## src/rtl/instr_encoder_loader.sv

```systemverilog
// Boot-path program loader: encodes abstract instruction descriptors into MIPS
// words and writes them sequentially into instruction memory from address 0.
module instr_encoder_loader #(
    parameter int ADDR_W = 6
) (
    input  logic              clk,
    input  logic              rst_n,
    input  logic              start,
    input  logic              finish,
    input  logic              in_valid,
    output logic              in_ready,
    input  logic [3:0]        kind,
    input  logic [4:0]        rs,
    input  logic [4:0]        rt,
    input  logic [4:0]        rd,
    input  logic [15:0]       imm,
    output logic              imem_we,
    output logic [ADDR_W-1:0] imem_addr,
    output logic [31:0]       imem_wdata,
    output logic [ADDR_W:0]   word_count,
    output logic              loading,
    output logic              done,
    output logic              err_illegal
);

    localparam int DEPTH = 2 ** ADDR_W;
    localparam logic [ADDR_W:0] DEPTH_CNT = (ADDR_W + 1)'(DEPTH);
    localparam logic [ADDR_W:0] CNT_ONE   = (ADDR_W + 1)'(1);

    typedef enum logic [1:0] {
        S_IDLE,
        S_LOAD,
        S_DONE
    } state_t;

    // Handshake: a descriptor transfers on a cycle where in_valid && in_ready;
    // in_valid may be held, in_ready never depends on in_valid.
    state_t            state;
    state_t            state_next;
    logic [ADDR_W:0]   issue_cnt;
    logic              accept;
    logic              legal;
    logic [31:0]       enc;

    assign in_ready = (state == S_LOAD) && !start && (issue_cnt < DEPTH_CNT);
    assign accept   = in_valid && in_ready;
    assign legal    = (kind <= 4'd8);
    assign loading  = (state == S_LOAD);
    assign done     = (state == S_DONE) && !imem_we;

    always_comb begin
        enc = 32'd0;
        case (kind)
            4'd0: enc = {6'b000000, rs, rt, rd, 5'b00000, 6'b100000};
            4'd1: enc = {6'b000000, rs, rt, rd, 5'b00000, 6'b100010};
            4'd2: enc = {6'b000000, rs, rt, rd, 5'b00000, 6'b100100};
            4'd3: enc = {6'b000000, rs, rt, rd, 5'b00000, 6'b100101};
            4'd4: enc = {6'b000000, rs, rt, rd, 5'b00000, 6'b101010};
            4'd5: enc = {6'b000000, rs, rt, rd, 5'b00000, 6'b100111};
            4'd6: enc = {6'b100011, rs, rt, imm};
            4'd7: enc = {6'b101011, rs, rt, imm};
            4'd8: enc = {6'b000100, rs, rt, imm};
            default: enc = 32'd0;
        endcase
    end

    always_comb begin
        state_next = state;
        case (state)
            S_IDLE: begin
                if (start) state_next = S_LOAD;
            end
            S_LOAD: begin
                if (start)
                    state_next = S_LOAD;
                else if (finish || (accept && legal && (issue_cnt == DEPTH_CNT - CNT_ONE)))
                    state_next = S_DONE;
            end
            S_DONE: begin
                if (start) state_next = S_LOAD;
            end
            default: state_next = S_IDLE;
        endcase
    end

    always_ff @(posedge clk or negedge rst_n) begin
        if (!rst_n) begin
            state       <= S_IDLE;
            issue_cnt   <= '0;
            imem_we     <= 1'b0;
            imem_addr   <= '0;
            imem_wdata  <= 32'd0;
            word_count  <= '0;
            err_illegal <= 1'b0;
        end else begin
            state <= state_next;
            if (start) begin
                // Restart discards any write still in flight.
                issue_cnt   <= '0;
                imem_we     <= 1'b0;
                word_count  <= '0;
                err_illegal <= 1'b0;
            end else begin
                imem_we <= accept && legal;
                if (imem_we)
                    word_count <= word_count + CNT_ONE;
                // Address comes from the issue count, so back-to-back writes
                // land on consecutive words even while word_count lags by one.
                if (accept && legal) begin
                    issue_cnt  <= issue_cnt + CNT_ONE;
                    imem_addr  <= issue_cnt[ADDR_W-1:0];
                    imem_wdata <= enc;
                end
                if (accept && !legal)
                    err_illegal <= 1'b1;
            end
        end
    end

endmodule

```

## config.mk

```make
export PLATFORM = sky130hd
export DESIGN_NAME = instr_encoder_loader
export DESIGN_NICKNAME = d
export VERILOG_FILES = /design/src/rtl/instr_encoder_loader.sv
export SDC_FILE = /design/constraint.sdc
export NUM_CORES = 1
export LEC_CHECK = 0
export ABC_AREA = 1
export CORE_UTILIZATION = 48
export CTS_CLUSTER_DIAMETER = 50
export DETAILED_ROUTE_END_ITERATION = 10
export GPL_TIMING_DRIVEN = 1
export PLACE_DENSITY = 0.85
export SETUP_SLACK_MARGIN = 0.4
export SLEW_MARGIN = 40
export SYNTH_ARGS = -nofsm -noshare
export SYNTH_HDL_FRONTEND = slang
export SYNTH_SLANG_ARGS = --single-unit
```

## constraint.sdc

```tcl
create_clock -name clk -period 2 [get_ports clk]
set_clock_uncertainty 0.05 [all_clocks]
set_input_delay 0.5 -clock clk [delete_from_list [all_inputs] [get_ports clk]]
set_output_delay 0.5 -clock clk [all_outputs]
set_load 0.005 [all_outputs]
```

==> out/summary.md, run 1 <==
The non-filler instance count after layout is 501, and the synthesized area divided by synthesized cell count is 8.23 um2. For the number of clock buffers inserted by TritonCTS, the log shows 5. Leaving out fill and tap cells, the most frequent cells in the layout are sky130_fd_sc_hd__nand2_1, sky130_fd_sc_hd__dfrtp_1, sky130_fd_sc_hd__dlygate4sd2_1. STA classifies the critical path startpoint as a flip-flop.

For this design the top-level I/O count stands at 90. The worst setup slack after placement is -0.300 ns. By area, the combinational part of the netlist is dominated by simple AND/OR/NAND/NOR gates.

The adder and majority gate portion of the synthesized area was 1.01%. The run gives 0 ns as the setup TNS after final layout. Of all nets on the critical path, the largest fanout is 3. Multiplexer cells account for 0% of the synthesized area.

Dividing the detail-routed via count by the number of cells gives 5.05. Global routing used 25.9% of the available tracks. The routability-driven placement congestion ratio was 0.788; the area fraction in and, or, nand and nor cells after synthesis was 28.8%.

The run gives 4850 um2 as the area of the core. Setup repair after global routing could not meet its margin everywhere. After detailed routing, the average wire length per cell comes to 14.3 um. The critical path goes through inv_2, nor2_8, buf_6, buf_6.

Clock tree root driver cell: sky130_fd_sc_hd__clkbuf_8. The H-tree generated during clock tree synthesis spans 2 levels. The initial antenna violation count is 0, and the clock-pin slew on the worst setup and hold paths is 0.11 ns. The remaining design rule violation count is 0. The synthesized netlist contains 28 unique library cells. The wire-length estimate of the detail-placed layout is 4.27 mm. The x dimension of the die is 73.9 um, and the shortest period the worst path allows is 1.69 ns. In this design, the stage delay of the slowest critical-path cell is 0.43 ns. The first global-routing pass estimated 10.7 mm of wire. The final hold violation count was 0; the leakage power was 2.06 nW. The count of nets after finishing was 475; the clock network latency to the later pin of the worst-skew pair was 0.32 ns.

Largest vdd supply drop: 0.479 mV. The clock passes through at most 2 buffers. With fillers left out, the area of the finished cells amounts to 3860 um2. The post-synthesis register bit count is 53. The run gives 2.78 mW as the power consumption. The share of the cycle needed by the critical path after routing was 84.6%; the maximum clock rate was 0.591 GHz. Counting every instance in the synthesized netlist gives 301. Across all hold checks on the routed design, the worst slack comes to 0.0689 ns. The clock net in this run drives a total of 53 sinks. The run finished with clean final reports. Among cell families on the critical path, the largest total delay comes from flip-flops. Input and output buffers added on the ports amount to 88.

The total overflow left after global routing is 0. Data on the critical path is required at its endpoint by 1.45 ns. TritonCTS built the clock tree.

Among the stages of the critical path, the cell type that occurs most often is sky130_fd_sc_hd__buf_6. The library cell used most frequently in the layout, excluding fill and tap cells, is sky130_fd_sc_hd__nand2_1. The initial detailed-routing violation count was 196. The repair_antennas step left the layout with diodes totalling 0. The start-to-end type of the worst setup path was flip-flop to output port.

The area overhead of the layout relative to synthesis came out at 55.7%. STA classifies the critical path endpoint as an output port. The first detailed-routing pass took 4 iterations. The logs give 0 for the count of final setup violators and 0 for the total of warnings raised by yosys.

The number of nets produced by synthesis came out at 343. In this run, placement finished with an instance count of 460. Entering global routing, the biggest net connects 36 pins. The largest individual stage delay along the critical path comes from the cell sky130_fd_sc_hd__dfrtp_1.

The die covers 5460 um2. The area of the mapped netlist came out at 2480 um2. The portion of the post-synthesis area used by sequential elements was 53.5%; the total number of vias was 2532.

The minimum setup slack in the final design is 0.308 ns. The total power divided by cell area works out to 719 nW/um2. Measured along the y axis, the die boundary spans 73.9 um. The post-synthesis xor/xnor area fraction was 0.353%; the post-placement cell area was 3480 um2. In the final layout, the share of cells above drive strength 1 is 21.2%. At the end of the flow the core is filled with cells to 79.6%. The total count of max-transition violations in the final report was 0; the number of global-route vias before repair was 2403. The synthesized netlist devotes 8.38% of its cell area to compound gates. Across the run, the number of max-cap violations was 0. The type of the tightest min-delay check was input port to asynchronous set/reset pin.

For this configuration, the core starts out at a cell density of 51.1%. The worst endpoint data arrival time is 1.14 ns. For the post-route antenna net violation count, the log shows 0. Together, buffers and inverters on the worst path number 3. Row generation in the floorplan step produced 25 rows.

For this block, the routed nets add up to 7.16 mm of wire.
==> power by group <==
part           internal [mW]  switching (mW)  total, mW
sequential              1.21          0.0718       1.28
combinational          0.403           0.308      0.711
clock                  0.408           0.376      0.783
total                   2.02           0.756       2.78
==> area by class of cell <==
cell class,instances,area (um2)
Clock buffer,6,82.6
Timing Repair Buffer,135,1200
Multi-Input combinational cell,210,1020
Fill cell,313,988
Clock inverter,2,37.5
Inverter,28,105
Tap cell,67,83.8
Sequential cell,53,1330
==> what timing repair did <==
action / in CTS / in global routing
pin swaps: 5 / 6
resized for setup: 75 / 26
cloned: 3 / 2
buffers inserted: 23 / 5
endpoints found under the setup margin: 93 / 45
endpoints found under the hold margin: 0 / 0
hold buffers: 0 / 0
==> cell usage after synthesis <==
master | number | area [um2]
sky130_fd_sc_hd__nand2_1 | 99 | 372
sky130_fd_sc_hd__dfrtp_1 | 53 | 1330
sky130_fd_sc_hd__inv_1 | 26 | 97.6
sky130_fd_sc_hd__nor2_1 | 25 | 93.8
sky130_fd_sc_hd__nand3_1 | 20 | 100
sky130_fd_sc_hd__o21ai_0 | 13 | 65.1
sky130_fd_sc_hd__o21ai_1 | 13 | 65.1
sky130_fd_sc_hd__a21oi_1 | 11 | 55.1
sky130_fd_sc_hd__buf_4 | 7 | 52.6
sky130_fd_sc_hd__nor3_1 | 5 | 25.0
sky130_fd_sc_hd__nor2_2 | 4 | 25.0
sky130_fd_sc_hd__or2_2 | 3 | 18.8
sky130_fd_sc_hd__buf_2 | 2 | 10.0
sky130_fd_sc_hd__buf_6 | 2 | 22.5
sky130_fd_sc_hd__ha_1 | 2 | 25.0
sky130_fd_sc_hd__inv_2 | 2 | 7.51
sky130_fd_sc_hd__nand2_2 | 2 | 12.5
sky130_fd_sc_hd__nor2_4 | 2 | 22.5
sky130_fd_sc_hd__a21oi_2 | 1 | 8.76
sky130_fd_sc_hd__clkbuf_1 | 1 | 3.75
sky130_fd_sc_hd__conb_1 | 1 | 3.75
sky130_fd_sc_hd__nand3_2 | 1 | 10.0
sky130_fd_sc_hd__nand3b_1 | 1 | 7.51
sky130_fd_sc_hd__nand4_1 | 1 | 6.26
sky130_fd_sc_hd__nor2_8 | 1 | 20.0
sky130_fd_sc_hd__o211ai_1 | 1 | 7.51
sky130_fd_sc_hd__o22ai_1 | 1 | 6.26
sky130_fd_sc_hd__xor2_1 | 1 | 8.76
==> registers in the layout, indices dropped and copies added (netlist names) <==
register / count
word_count: 7
imem_addr: 6
imem_we: 1
err_illegal: 1
imem_wdata: 29
state: 2
issue_cnt: 7
==> per-layer routing <==
layer	track usage, %	routed length [um]
met5	0	0
met4	8.55	178
met3	4.66	320
met2	46.9	3740
met1	31.0	2920
==> cells by family (layout without fill, tap and decap cells) <==
| kind of cell | count (synthesis) | count (layout) |
|---|---|---|
| simple gates | 164 | 166 |
| fa+ha+maj | 2 | 2 |
| xor+xnor | 1 | 1 |
| buf+inv | 40 | 171 |
| compound gates | 40 | 40 |
| other cells | 1 | 1 |
| flops | 53 | 53 |
==> path summary, 6_finish.rpt <==
| check | start | end | slack (ns) | depth (start not counted) |
|---|---|---|---|---|
| max | state[0] | loading | 0.31 | 4 |
| min | rst_n | imem_wdata[0] | 0.07 | 1 |
| max reg2reg | state[0] | state[1] | 0.31 | 11 |
| min reg2reg | imem_wdata[25] | imem_wdata[25] | 0.43 | 2 |
| max in group asynchronous | rst_n | state[1] | 1.26 | 2 |
| min in group clk | imem_wdata[25] | imem_wdata[25] | 0.43 | 2 |
(Power assumes the default switching activity.)
==> inputs of run 2 (changes only) <==
Settings changed: CORE_UTILIZATION 48 to 44, PLACE_DENSITY 0.85 to 0.79.
Clock period 2 ns to 1.71 ns, I/O delays scaled along.
==> run 2 against run 1 <==
  * Hold slack got worse by 0.023 ns
  * Non-clock buffer count up 44
  * Combinational power increased by 55%
  * Register-to-register slack worse by 0.32 ns
  * Cell area up 18%
  * Via count increased by 17%
  * Clock power hardly changed
  * Largest power group unchanged
  * Utilization up 6.6 points
  * Worst setup slack worse by 0.32 ns
  * First-iteration DRC count grew 21%
  * The run now ends with setup timing left
  * Wire length is 31% higher
  * Sequential share of layout area fell by 5.2 points
==> out/summary.md, run 2 (same netlist as run 1, synthesis figures left out) <==
The worst hold path belongs to the class input port to asynchronous set/reset pin. The flow ran to the end, but the final reports show violations. The routed wire length is 9.35 mm (+31%). The logs give 2955 (+17%) for the total number of vias and 0 (unchanged) for the global-route congestion overflow total. The post-route antenna net violation count is 0 (unchanged), and the effective utilization at floorplan is 47.0% (-4.1 points). The first-pass detailed-route iteration total is 5 (+1). The share of final-layout standard cells stronger than drive strength 1 is 48.7% (+28 points).

The tools report the leakage power as 2.34 nW (+14%). For the final hold violation count, the log shows 0 (unchanged). The clock network latency to the later pin of the worst-skew pair was 0.31 ns (about the same).

Worst endpoint data arrival time: 1.87 ns (+0.73 ns). The final cell area excluding filler cells is 4540 um2 (+18%), and the number of port buffers is 88 (unchanged). The tools report the number of top-level pins as 90 (unchanged). The highest net fanout along the worst path works out to 8 (+5).

Setup repair after global routing could not meet its margin everywhere. The count of final setup violators is 1 (+1), and the routed length per instance is 17.1 um (+19%). The launching element of the worst setup path was state[1]. STA classifies the critical path endpoint as a flip-flop. For the global-route wire length before repair, the log shows 12.9 mm (+21%). Placed wire-length estimate: 4.20 mm (-1.6%). The tools report the remaining design rule violation count as 0 (unchanged). Number of rows in the core area: 26 (+4.0%).

Number of flip-flops under the largest register name: 29 (unchanged). For the depth of the CTS H-tree, the log shows 2 (unchanged). The clock-pin slew on the worst setup and hold paths works out to 0.09 ns (-0.02 ns). The number of global-route vias before repair is 2716 (+13%), and the total of hold buffers inserted after clock tree synthesis is 0 (unchanged). The initial antenna violation count is 0 (unchanged). The total power divided by cell area is 752 nW/um2 (+4.5%), and the area overhead of the layout relative to synthesis is 83.3%. The tools report the data required time of the worst path as 1.86 ns (+0.41 ns). The worst setup path is of the flip-flop to flip-flop kind. The final reports fail on setup timing. The run gives 5940 um2 (+8.8%) as the area of the die.

The largest vdd supply drop came out at 0.559 mV (+17%). The non-filler instance count after layout is 548 (+9.4%). For the max-capacitance violation count, the log shows 0 (unchanged).

The startpoint identified for the worst register-to-register timing path is state[1]. The number of clock buffers inserted by TritonCTS is 5 (unchanged), and the number of placed cells counting well taps is 472 (+2.6%). The logs give 0.0461 ns (-0.0228 ns) for the final hold slack and 54 (+50%) for the pin count of the biggest net entering global routing. For the total count of max-transition violations in the final report, the log shows 0 (unchanged).

The tools report the total routing resource utilization after global routing as 27.2% (+1.3 points). The final critical path takes up 101% of the cycle. Register with the most flip-flops: imem_wdata. The area of the core is 5270 um2 (+8.7%), and the routability-driven placement congestion ratio is 0.813 (+3.2%). The run gives 2 (unchanged) as the number of buffers on the longest clock path. TritonCTS built the clock tree. The via density per instance was 5.39 (+6.7%). The run gives -0.385 ns (-0.0845 ns) as the worst setup slack after placement. The minimum setup slack in the final design is -0.00934 ns (-0.317 ns). In the layout the commonest cells are sky130_fd_sc_hd__buf_4, sky130_fd_sc_hd__nand2_1, sky130_fd_sc_hd__dfrtp_1. The number of inserted diodes is 0 (unchanged). The largest registers in the layout are imem_wdata x29, issue_cnt x7, word_count x7.

The x dimension of the die was 77.1 um (+4.3%). The number of fillers in the final layout came out at 275 (-12%). The worst setup path is launched from a flip-flop.

The run gives 86.2% (+6.6 points) as the final cell utilization of the core. The tools report the clock tree root driver cell as sky130_fd_sc_hd__clkbuf_8. The library cell used most frequently in the layout, excluding fill and tap cells, is sky130_fd_sc_hd__buf_4. The initial detailed-routing violation count is 237 (+21%), and the power consumption is 3.42 mW (+23%). The die height is 77.1 um (+4.3%). Post-placement cell area: 3590 um2 (+3.1%). Setup TNS after final layout: -0.00934 ns (-0.00934 ns). The clock net sink count was 53 (unchanged); the maximum clock rate was 0.582 GHz. The worst path in the final design needs a cycle of 1.72 ns, including I/O delays and setup. The tools report the count of nets after finishing as 519 (+9.3%).
==> run 2: cell types whose count changed in the layout (fill, tap and decap cells not counted), sizes merged <==
cell,change
clkinv,+1
clkinvlp,-1
buf,+89
clkbuf,-2
dlymetal6s2s,-1
dlygate4sd2,-41
bufinv,-1
==> run 2: report_power, final <==
part / internal (mW) / switching [mW] / leakage [nW] / total, mW
Clock: 0.367 / 0.414 / 0.0542 / 0.782
Combinational: 0.612 / 0.485 / 1.58 / 1.10
Sequential: 1.41 / 0.122 / 0.703 / 1.54
Total: 2.39 / 1.02 / 2.34 / 3.42
==> run 2: area by class of cell <==
class                      instances  area (um2)  share of cell area [%]
multi-input combinational        210        1360                    29.8
sequential                        53        1330                    29.2
inverter                          28         105                    2.31
clock buffer                       7        96.3                    2.12
timing repair buffer             179        1570                    34.5
clock inverter                     1        5.00                   0.110
tap                               70        87.6                    1.93
==> run 2: repair_timing <==
| item | CTS | global route |
|---|---|---|
| gates cloned | 8 | 0 |
| pin swaps | 24 | 17 |
| gates resized for setup | 278 | 55 |
| setup endpoints to repair | 96 | 97 |
| setup buffers | 36 | 24 |
==> run 2: final timing paths <==
path	end	slack [ns]	depth (start not counted)
worst max register to register	imem_wdata[6]	-0.009	10
max in group asynchronous	issue_cnt[0]	1.30	2
worst max-delay path	imem_wdata[6]	-0.009	10
worst min register to register	imem_addr[0]	0.45	2
worst min-delay path	imem_wdata[18]	0.05	2
min in group clk	imem_addr[0]	0.45	2
==> run 2: worst max-delay path: stages, from the launching register on <==
cell and delay [ns]:
sky130_fd_sc_hd__dfrtp_1 0.41, sky130_fd_sc_hd__buf_6 0.14, sky130_fd_sc_hd__nor2_8 0.12, sky130_fd_sc_hd__nand2_4 0.06, sky130_fd_sc_hd__buf_6 0.11, sky130_fd_sc_hd__nor2_4 0.16, sky130_fd_sc_hd__nand2_4 0.14, sky130_fd_sc_hd__buf_12 0.16
sky130_fd_sc_hd__buf_16 0.14, sky130_fd_sc_hd__nand2_2 0.06, sky130_fd_sc_hd__nand2_1 0.05
==> run 2: routing by layer <==
layer | global-route usage [%] | up-vias | wire, um
li1 | - | 1310 | -
met1 | 35.0 | 1438 | 3650
met5 | 0 | - | 0
met4 | 8.49 | 0 | 375
met3 | 4.88 | 42 | 572
met2 | 46.4 | 165 | 4750
